### src/rtl/keyboard_matrix.sv
// PET keyboard matrix store with a configurable geometry.
// The host bridge writes per-column row state (active-low). The emulated PIA
// selects a column and reads its row byte through a registered port.
// Each column has a minimum-hold counter: once a key is pressed, releases in
// that column stay invisible until the column has been scanned HOLD_SCANS
// times. This lets a quick tap survive until the ROM scan loop has seen it.
//
// Timing seen from the ports:
//   write -> host store (edge 1) -> effective matrix (edge 2) -> row_o / any_key_o (edge 3)
//   col_sel_i -> row_o one edge later; scan_en_i only advances the hold counters.
// clear_i has priority over a write and a scan in the same cycle.
module keyboard_matrix #(
    parameter int COLS       = 10,
    parameter int ROWS       = 8,
    parameter int COL_WIDTH  = 4,
    parameter int HOLD_SCANS = 2
) (
    input  logic                           clk_i,
    input  logic                           reset_n_i,
    input  logic                           wr_en_i,
    input  logic [COL_WIDTH-1:0]           wr_col_i,
    input  logic [ROWS-1:0]                wr_data_i,
    input  logic                           clear_i,
    input  logic                           scan_en_i,
    input  logic [COL_WIDTH-1:0]           col_sel_i,
    output logic [ROWS-1:0]                row_o,
    output logic [COLS-1:0][ROWS-1:0]      matrix_o,
    output logic                           any_key_o
);

    logic [COLS-1:0][ROWS-1:0] r_host;
    logic [COLS-1:0][ROWS-1:0] r_eff;
    logic [ROWS-1:0]           r_row;
    logic                      r_any;

    logic [COLS-1:0]           w_wr_hit;
    logic [COLS-1:0]           w_press;
    logic [COLS-1:0]           w_pass;
    logic [ROWS-1:0]           w_row;

    // Decode host writes per column; a press is any bit going from 1 to 0.
    always_comb begin
        w_wr_hit = '0;
        w_press  = '0;
        for (int c = 0; c < COLS; c++) begin
            w_wr_hit[c] = wr_en_i && (wr_col_i == COL_WIDTH'(c));
            w_press[c]  = w_wr_hit[c] && (|(r_host[c] & ~wr_data_i));
        end
    end

    // Read mux; unmatched (out-of-range) selects read as all keys released.
    always_comb begin
        w_row = '1;
        for (int c = 0; c < COLS; c++) begin
            if (col_sel_i == COL_WIDTH'(c)) begin
                w_row = r_eff[c];
            end
        end
    end

    generate
        if (HOLD_SCANS > 0) begin : g_hold
            localparam int CNT_W = $clog2(HOLD_SCANS + 1);
            localparam logic [CNT_W-1:0] HOLD_C = CNT_W'(HOLD_SCANS);

            logic [COLS-1:0][CNT_W-1:0] r_cnt;
            logic [COLS-1:0]            w_scan_hit;

            // A column passes host state straight through once its counter saturates.
            always_comb begin
                w_scan_hit = '0;
                w_pass     = '0;
                for (int c = 0; c < COLS; c++) begin
                    w_scan_hit[c] = scan_en_i && (col_sel_i == COL_WIDTH'(c));
                    w_pass[c]     = (r_cnt[c] >= HOLD_C);
                end
            end

            // Scan counters: clear saturates, a press restarts, a scan counts up.
            always_ff @(posedge clk_i or negedge reset_n_i) begin
                if (!reset_n_i) begin
                    for (int c = 0; c < COLS; c++) begin
                        r_cnt[c] <= HOLD_C;
                    end
                end else if (clear_i) begin
                    for (int c = 0; c < COLS; c++) begin
                        r_cnt[c] <= HOLD_C;
                    end
                end else begin
                    for (int c = 0; c < COLS; c++) begin
                        if (w_press[c]) begin
                            r_cnt[c] <= '0;
                        end else if (w_scan_hit[c] && (r_cnt[c] < HOLD_C)) begin
                            r_cnt[c] <= r_cnt[c] + CNT_W'(1);
                        end
                    end
                end
            end
        end else begin : g_nohold
            // Without a hold window every release is visible at once.
            logic w_unused_scan;
            assign w_unused_scan = scan_en_i ^ (|w_press);
            assign w_pass        = '1;
        end
    endgenerate

    // Host-side store of the last written row state per column.
    always_ff @(posedge clk_i or negedge reset_n_i) begin
        if (!reset_n_i) begin
            r_host <= '1;
        end else if (clear_i) begin
            r_host <= '1;
        end else begin
            for (int c = 0; c < COLS; c++) begin
                if (w_wr_hit[c]) begin
                    r_host[c] <= wr_data_i;
                end
            end
        end
    end

    // Effective matrix: follow host when unheld, otherwise only accept presses.
    always_ff @(posedge clk_i or negedge reset_n_i) begin
        if (!reset_n_i) begin
            r_eff <= '1;
        end else if (clear_i) begin
            r_eff <= '1;
        end else begin
            for (int c = 0; c < COLS; c++) begin
                if (w_pass[c]) begin
                    r_eff[c] <= r_host[c];
                end else begin
                    r_eff[c] <= r_eff[c] & r_host[c];
                end
            end
        end
    end

    // Registered read port and any-key flag.
    always_ff @(posedge clk_i or negedge reset_n_i) begin
        if (!reset_n_i) begin
            r_row <= '1;
            r_any <= 1'b0;
        end else begin
            r_row <= w_row;
            r_any <= ~(&r_eff);
        end
    end

    assign row_o     = r_row;
    assign matrix_o  = r_eff;
    assign any_key_o = r_any;

endmodule

### config.mk
export PLATFORM = sky130hd
export DESIGN_NAME = keyboard_matrix
export DESIGN_NICKNAME = d
export VERILOG_FILES = /design/src/rtl/keyboard_matrix.sv
export SDC_FILE = /design/constraint.sdc
export NUM_CORES = 1
export LEC_CHECK = 0
export CORE_AREA = 2 2 157 159
export DETAILED_ROUTE_END_ITERATION = 16
export DIE_AREA = 0 0 159 161
export GPL_ROUTABILITY_DRIVEN = 0
export PLACE_DENSITY = 0.6
export SLEW_MARGIN = 20
export SYNTH_ARGS = -nofsm -noshare
export SYNTH_HDL_FRONTEND = slang
export SYNTH_SLANG_ARGS = --single-unit
### constraint.sdc
create_clock -name clk_i -period 2.2 [get_ports clk_i]
set_clock_uncertainty 0.15 [all_clocks]
set_input_delay 0.44 -clock clk_i [delete_from_list [all_inputs] [get_ports clk_i]]
set_output_delay 0.44 -clock clk_i [all_outputs]
set_load 0.005 [all_outputs]
# Word level (Yosys, flattened, before mapping)
# Index checks and enable logic that the tools add are counted.
# Widths: inputs -> output; s select.
dict set report classes {
  n_addsub 10
  order_cmp 20
  n_eq_ne 18
  n_mux 53
  bitwise_logic 22
  n_reduce_logical 73
}
# operator n
set op_table {}
lappend op_table {{$mux 8} 30}
lappend op_table {{$and 8x8->8} 20}
lappend op_table {{$mux 80} 2}
lappend op_table {{$reduce_and 80->1} 1}
lappend op_table {{$reduce_or 8->1} 10}
lappend op_table {{$logic_and 1x1->1} 40}
lappend op_table {{$mux 2} 20}
lappend op_table {{$eq 4x3->1 const B} 8}
lappend op_table {{$reduce_bool 3->1} 10}
lappend op_table {{$add 2x1->2 const B} 10}
lappend op_table {{$ge 2x2->1 const B} 10}
lappend op_table {{$lt 2x2->1 const B} 10}
lappend op_table {{$mux 20} 1}
lappend op_table {{$reduce_bool 2->1} 10}
lappend op_table {{$eq 4x2->1 const B} 4}
lappend op_table {{$eq 4x4->1 const B} 4}
lappend op_table {{$eq 4x1->1 const B} 2}
lappend op_table {{$logic_not 4->1} 2}
lappend op_table {{$not 8->8} 1}
lappend op_table {{$not 1->1} 1}
dict set report totals {
  register_bits 189
  input_bits 21
  output_inout_bits 89
}

# Depth between registers and ports, before layout
# Gate-level depths: netlist of the first run.
dict set report depth {
  word_depth 11
  ltp_mapped 7
  depth_no_buf 5
}

# Worst setup path after synthesis of the first run
# No wires, ideal clock.
dict set report synth_timing {
  path_type {input port to flip-flop}
  start {in col_sel_i[0]}
  end {reg g_hold.r_cnt[16] (netlist bit)}
  setup_ps 135
  t_arrival_ps 1479
  required_time_ps 1915
  setup_slack_ps 436
  cell_stages 5
  path_buffers 1
  cell_sequence {or4b_1 buf_2 nor3b_2 xnor2_1 nor3b_2}
}
dict set report synth_between {
  elab_chain_cells 4
}
# element line
set synth_lines {}
lappend synth_lines {{start: declaration} 25} ;# input logic [COL_WIDTH-1:0] col_sel_i,
lappend synth_lines {{$eq 4x4->1} 74} ;# w_scan_hit[c] = scan_en_i && (col_sel_i == COL_WIDTH'(c));
lappend synth_lines {{$logic_and 1x1->1} 74}
lappend synth_lines {{$logic_and 1x1->1} 93} ;# end else if (w_scan_hit[c] && (r_cnt[c] < HOLD_C)) begin
lappend synth_lines {{$reduce_bool 3->1 (no line)} n/a}
lappend synth_lines {{end signal: indexed assignment} 94} ;# r_cnt[c] <= r_cnt[c] + CNT_W'(1);
lappend synth_lines {{end: declaration} 66} ;# logic [COLS-1:0][CNT_W-1:0] r_cnt;
# No other way between the ends.
# A chain may end at the register's enable or synchronous reset.

# Final worst setup path of the first run
dict set report layout_timing {
  start {reg r_eff, in the netlist matrix_o[15]}
  end {out matrix_o[15] (netlist bit)}
}
# element line
set layout_lines {}
lappend layout_lines {{start: declaration} 32} ;# logic [COLS-1:0][ROWS-1:0] r_eff;
lappend layout_lines {{start signal: indexed assignment} 131} ;# r_eff[c] <= r_host[c];
lappend layout_lines {{start signal: indexed assignment} 133} ;# r_eff[c] <= r_eff[c] & r_host[c];
lappend layout_lines {{end: declaration} 27} ;# output logic [COLS-1:0][ROWS-1:0] matrix_o,
# No word-level cell between the ends.

==> results.toml, run 1 <==
[outcome]
status = "finished clean"

[routing]
ant_nets = 0
totalWireLength_mm = 31.2
dr.pass1.iters = 5
first_iter_violations = 681
drc = 0
vias = 7898
detail_route.wl_per_cell_um = 22.3
via_per_inst = 5.66

[logic_synthesis]
netlist_area_um2 = 9430
syn_nets = 922
synthTopCellsByArea = "dfstp_2 (50%), a211o_1 (7.4%), nand2b_1 (5.4%), o21ai_0 (4.8%), dfrtp_1 (2.9%)"
yosysMostFrequentCell = "dfstp_2"
synth_top_area_cell = "dfstp_2"
synth_edf_count = 0
synthFlopType = "dfstp_2"
async_flop_share_pct = 100
ys_seq_area_share_pct = 52.5
syn_inst = 891
syn_area_per_cell_um2 = 10.6
synth_top_area_share_pct = 49.6
yosysWarnings = 0
yosys-top-cells-count = "dfstp_2 (178), o21ai_0 (90), nand2b_1 (82)"
synthDistinctLibCells = 66
synth-seq-cells = 189

[setup_path]
slowest_stage = "dfstp_2"
cp.depth = 1
reg2reg_slack_ns = 0.32
r2r-end = "any_key_o"
crit_fanout = 4
crit_buf_inv = 1
slowest_delay_ns = 0.63
r2r_start = "matrix_o[41]"
critPathLaunchType = "register"
worstSetupEndpointType = "primary output"
critical_path_class = "reg2out"
worstPathRequired_ns = 1.61
path_cells = "clkdlybuf4s50_1"
arrival_ns = 1.60
startpoint = "matrix_o[15]"
cp_top_family = "flip-flops"
worstRegToRegCells = 5
critPathCapture = "matrix_o[15]"

[power]
leakage_nw = 4.68
power_density_nw_per_um2 = 617
peakVddDrop_mv = 0.447

[die]
initial_core_util_pct = 39.4
rows = 57
core_um2 = 24000
die_x_um = 159
die-area_um2 = 25600
ios = 110
die_h_um = 161

[clocking]
ctsRootBufferMaster = "clkbuf_16"
clock_latency_ns = 0.44
htree_levels = 4
cts_tree = "yes"
cts_buffers = 17
clk_pin_slew_worst_paths_ns = 0.07
clock_sinks = 189
clk_path_buf_depth = 2

[global_routing]
antenna_found_initial = 1
grt-ovfl-total = 0
grt.total_usage_pct = 24.7
grt_start_max_net_pins = 72
grt_pass1_vias = 7611
grt_pass1_wl_mm = 47.9

[final_layout]
design_area_um2 = 12200
nets = 1089
drive_above_1_share_pct = 31.7
syn_to_final_growth_pct = 29.2
num-fill-cells = 2233
final_util_pct = 50.8

[placed_design]
dpl_cell_area_um2 = 11500
portBuffers = 109
dp_hpwl_mm = 22.5
pre_cts_ws_ns = -0.238

[timing]
finalHoldViolations = 0
drv_slew = 0
holdWs_ns = 0.260
fin_crit_ns = 2.19
setup_slack_ns = 0.00950
slew_headroom_pct = 67.5
fin_crit_sh_pct = 99.6
worstMarginPinSlew_ns = 0.483
final-setup-viol-count = 0
max_freq_mhz = 457

[job]
max_cap_viol_count = 0

[hold_path]
hp-class = "in2reg"
-- area by class of cell --
cell class | count | area [um^2] | share of cell area (%)
Multi-Input combinational cell | 615 | 4110 | 33.8
Inverter | 23 | 86.3 | 0.709
Sequential cell | 189 | 4950 | 40.6
Clock inverter | 10 | 108 | 0.883
Timing Repair Buffer | 212 | 2050 | 16.9
Antenna cell | 1 | 2.50 | 0.0205
Tap cell | 324 | 405 | 3.33
Clock buffer | 22 | 464 | 3.81
-- state kept, by name (all words and copies together) (netlist names) --
name	count
matrix_o	80
r_host	80
g_hold.r_cnt	20
row_o	8
any_key_o	1
-- cell families (layout without fill, tap and decap cells) --
kind of cell | after synthesis | in the layout | synth area share, %
and+or+nand+nor | 306 | 306 | 18.7
AOI/OAI and AO/OA | 270 | 270 | 20.4
DFF | 189 | 189 | 52.5
buffers and inverters | 87 | 267 | 3.89
muxes | 19 | 19 | 2.31
adders and majority gates | 10 | 10 | 1.33
xor gates and xnor gates | 10 | 10 | 0.929
other | 0 | 1 | 0
-- power breakdown --
part	total [mW]	internal [mW]	switching, mW
registers	3.68	3.61	0.0699
clock network	3.05	1.64	1.41
logic	0.786	0.360	0.427
total	7.51	5.61	1.91
-- how the worst min path moves through the flow --
stage / to / start / cells past startpoint / slack, ns
after global placement: g_hold.r_cnt[14] / reset_n_i / 1 / 0.27
final: matrix_o[33] / clear_i / 2 / 0.26
after global routing: matrix_o[41] / clear_i / 2 / 0.27
after detailed placement: g_hold.r_cnt[14] / reset_n_i / 1 / 0.27
after floorplan: any_key_o / reset_n_i / 0 / -0.006
after CTS: matrix_o[41] / clear_i / 2 / 0.24
-- cell usage in the layout (no fill, tap or decap), types with 10 or more instances in the layout --
cell type	netlist	layout
a211o_1	80	80
a21oi_1	11	11
a22oi_1	36	36
buf_12	0	15
buf_4	3	88
clkbuf_16	0	17
clkdlybuf4s50_1	0	105
dfrtp_1	11	11
dfstp_2	178	178
ha_1	10	10
inv_1	21	21
mux2i_1	15	15
nand2_1	15	15
nand2b_1	82	82
nand4_1	23	23
nor2_1	71	71
nor2b_1	32	32
nor3_1	22	22
nor4_1	10	10
o21ai_0	90	89
or2_2	10	10
xnor2_1	10	10
-- per-layer routing --
layer	track usage (%)	vias up	wire, um
met4	7.31	0	609
li1	-	3584	-
met5	0	-	0
met1	35.2	4041	14400
met2	38.6	238	14700
met3	4.39	35	1470
-- metrics by stage --
| stage | power (mW) | cells | setup TNS (ns) |
|---|---|---|---|
| floorplan | 4.05 | 891 | 0 |
| global placement | 4.50 | 1346 | -3.29 |
| detailed placement | 4.50 | 1346 | -4.17 |
| CTS | 7.56 | 1385 | 0 |
| global route | 7.78 | 1395 | -0.0206 |
| finish | 7.51 | 1396 | 0 |
-- timing repair --
action | 4_1_cts | 5_1_grt
buffers inserted | 6 | 10
gates resized for setup | 0 | 2
hold buffers | 1 | 0
endpoints found under the hold margin | 3 | 0
endpoints found under the setup margin | 6 | 11
Note: power is estimated with default switching activity, not from simulation.
==> run 2, diff against run 1 <==
--- a/config.mk
+++ b/config.mk
@@ -5,10 +5,11 @@
 export SDC_FILE = /design/constraint.sdc
 export NUM_CORES = 1
 export LEC_CHECK = 0
+export ABC_CLOCK_PERIOD_IN_PS = 2200
+export CAP_MARGIN = 20
 export CORE_AREA = 2 2 157 159
 export DETAILED_ROUTE_END_ITERATION = 16
 export DIE_AREA = 0 0 159 161
-export GPL_ROUTABILITY_DRIVEN = 0
 export PLACE_DENSITY = 0.6
 export SLEW_MARGIN = 20
 export SYNTH_ARGS = -nofsm -noshare
==> run 2 against run 1 <==
Compared with the run above:
- clock power up 9.5%
- worst hold slack improved by 0.025 ns
- final cell count grew 0.93%
- via count increased by 0.30%
- highest routed layer unchanged
- first-iteration DRC count is 2.5% lower
- critical endpoint is now matrix_o[52]
- sequential share of layout area is 0.58 points lower
- die area did not move
- critical path depth is the same
==> results.toml, run 2 (synthesis results as in run 1) <==
[placed_design]
gp_congestion = 0.903
placedCellCount = 1363
portBuffers = 109
dp_hpwl_mm = 23.2

[power]
power_density_nw_per_um2 = 633
leakage_nw = 4.80
peakVddDrop_mv = 0.443

[job]
max_cap_viol_count = 0

[final_layout]
antenna_cells = 0
nets = 1104
layout.cells.most_common_list = "dfstp_2 (178), clkdlybuf4s50_1 (106), buf_4 (102)"
layout.cells.non_filler = 1409
syn_to_final_growth_pct = 31.0
mostFrequentLayoutCell = "dfstp_2"
drive_above_1_share_pct = 32.7

[setup_path]
crit_fanout = 4
slowest_stage = "dfstp_2"
critical_path_class = "reg2out"
reg2reg_slack_ns = 0.28
startpoint = "matrix_o[52]"
worstSetupEndpointType = "primary output"
arrival_ns = 1.58
cp_top_family = "flip-flops"
worstPathRequired_ns = 1.61
r2r_start = "matrix_o[41]"
path_cells = "clkdlybuf4s50_1"
crit_buf_inv = 1
critPathLaunchType = "register"
slowest_delay_ns = 0.60

[timing]
finalHoldViolations = 0
tns_ns = 0
max_freq_mhz = 460
rsz0062_at_grt = "false"
final-setup-viol-count = 0
drv_slew = 0
fin_crit_ns = 2.17
slew_headroom_pct = 64.3
fin_crit_sh_pct = 98.7
worstMarginPinSlew_ns = 0.522

[routing]
via_per_inst = 5.62
detail_route.wl_per_cell_um = 22.6
first_iter_violations = 664
totalWireLength_mm = 31.8
vias = 7922
drc = 0
ant_nets = 0
dr.pass1.iters = 7

[clocking]
ctsRootBufferMaster = "clkbuf_16"
clock_latency_ns = 0.43
clk_pin_slew_worst_paths_ns = 0.07
cts_buffers = 17
clock_sinks = 189
ctsResizeCount = 0
htree_levels = 4
cts_tree = "yes"
clk_path_buf_depth = 2

[die]
rows = 57
initial_core_util_pct = 39.4
die_h_um = 161
die_x_um = 159
die-area_um2 = 25600
core_um2 = 24000
ios = 110

[global_routing]
grt_pass1_vias = 7950
grt-ovfl-total = 0
antenna_found_initial = 0
grt_start_max_net_pins = 64
grt.total_usage_pct = 25.4
grt_pass1_wl_mm = 49.0

[outcome]
status = "finished clean"

[hold_path]
hp-class = "in2reg"
hold_start = "clear_i"
==> run 2: changes by cell type in the layout (fill, tap and decap cells not counted), sizes merged <==
cell	delta
clkbuf	-2
dlymetal6s2s	-1
inv	+1
buf	+15
clkinvlp	-3
clkdlybuf4s50	+1
diode	-1
bufinv	+3
==> run 2: layout make-up <==
cell class,count,area (um^2)
clock buffers,20,447
fillers,2203,11600
clock inverters,11,180
flip-flops and latches,189,4950
multi-input cells,615,4110
repair buffers,227,2180
well taps,324,405
inverters,23,86.3
==> run 2: repair_timing <==
item,CTS,global route
pin swaps,0,0
endpoints found under the hold margin,3,0
setup buffers,2,12
hold buffers,1,0
setup endpoints to repair,2,10
==> run 2: metal layers <==
metal	GRT usage (%)	up-vias	part of all wire (%)	wire length, um
met2	39.1	281	46	14500
met1	35.5	3996	45	14300
met5	0	-	0	0
met4	8.72	0	2.7	854
li1	-	3599	-	-
met3	5.52	46	6.8	2180
==> run 2: metrics by stage <==
stage	utilization [%]	hold WS (ns)	worst slack [ns]	total power, mW	cell area, um^2
global route	51.6	0.288	0.000574	8.08	12400
detailed placement	48.5	0.286	-0.183	4.52	11600
global placement	48.5	0.278	-0.156	4.52	11600
floorplan	-	-0.00559	0.436	4.05	9430
CTS	51.2	0.275	0.000284	7.87	12300
finish	51.6	0.285	0.0278	7.82	12400
==> run 2: final timing paths <==
kind,depth (start not counted),endpoint
max reg2reg,5,any_key_o
min reg2reg,2,matrix_o[13]
max,1,matrix_o[52]
min in group asynchronous,2,g_hold.r_cnt[10]
max in group asynchronous,3,matrix_o[62]
min,2,matrix_o[32]
==> run 2: report_power, final <==
group | switching (mW) | total [mW] | internal (mW)
clock network | 1.39 | 3.34 | 1.95
logic | 0.432 | 0.806 | 0.373
registers | 0.0707 | 3.68 | 3.61
total | 1.89 | 7.82 | 5.93
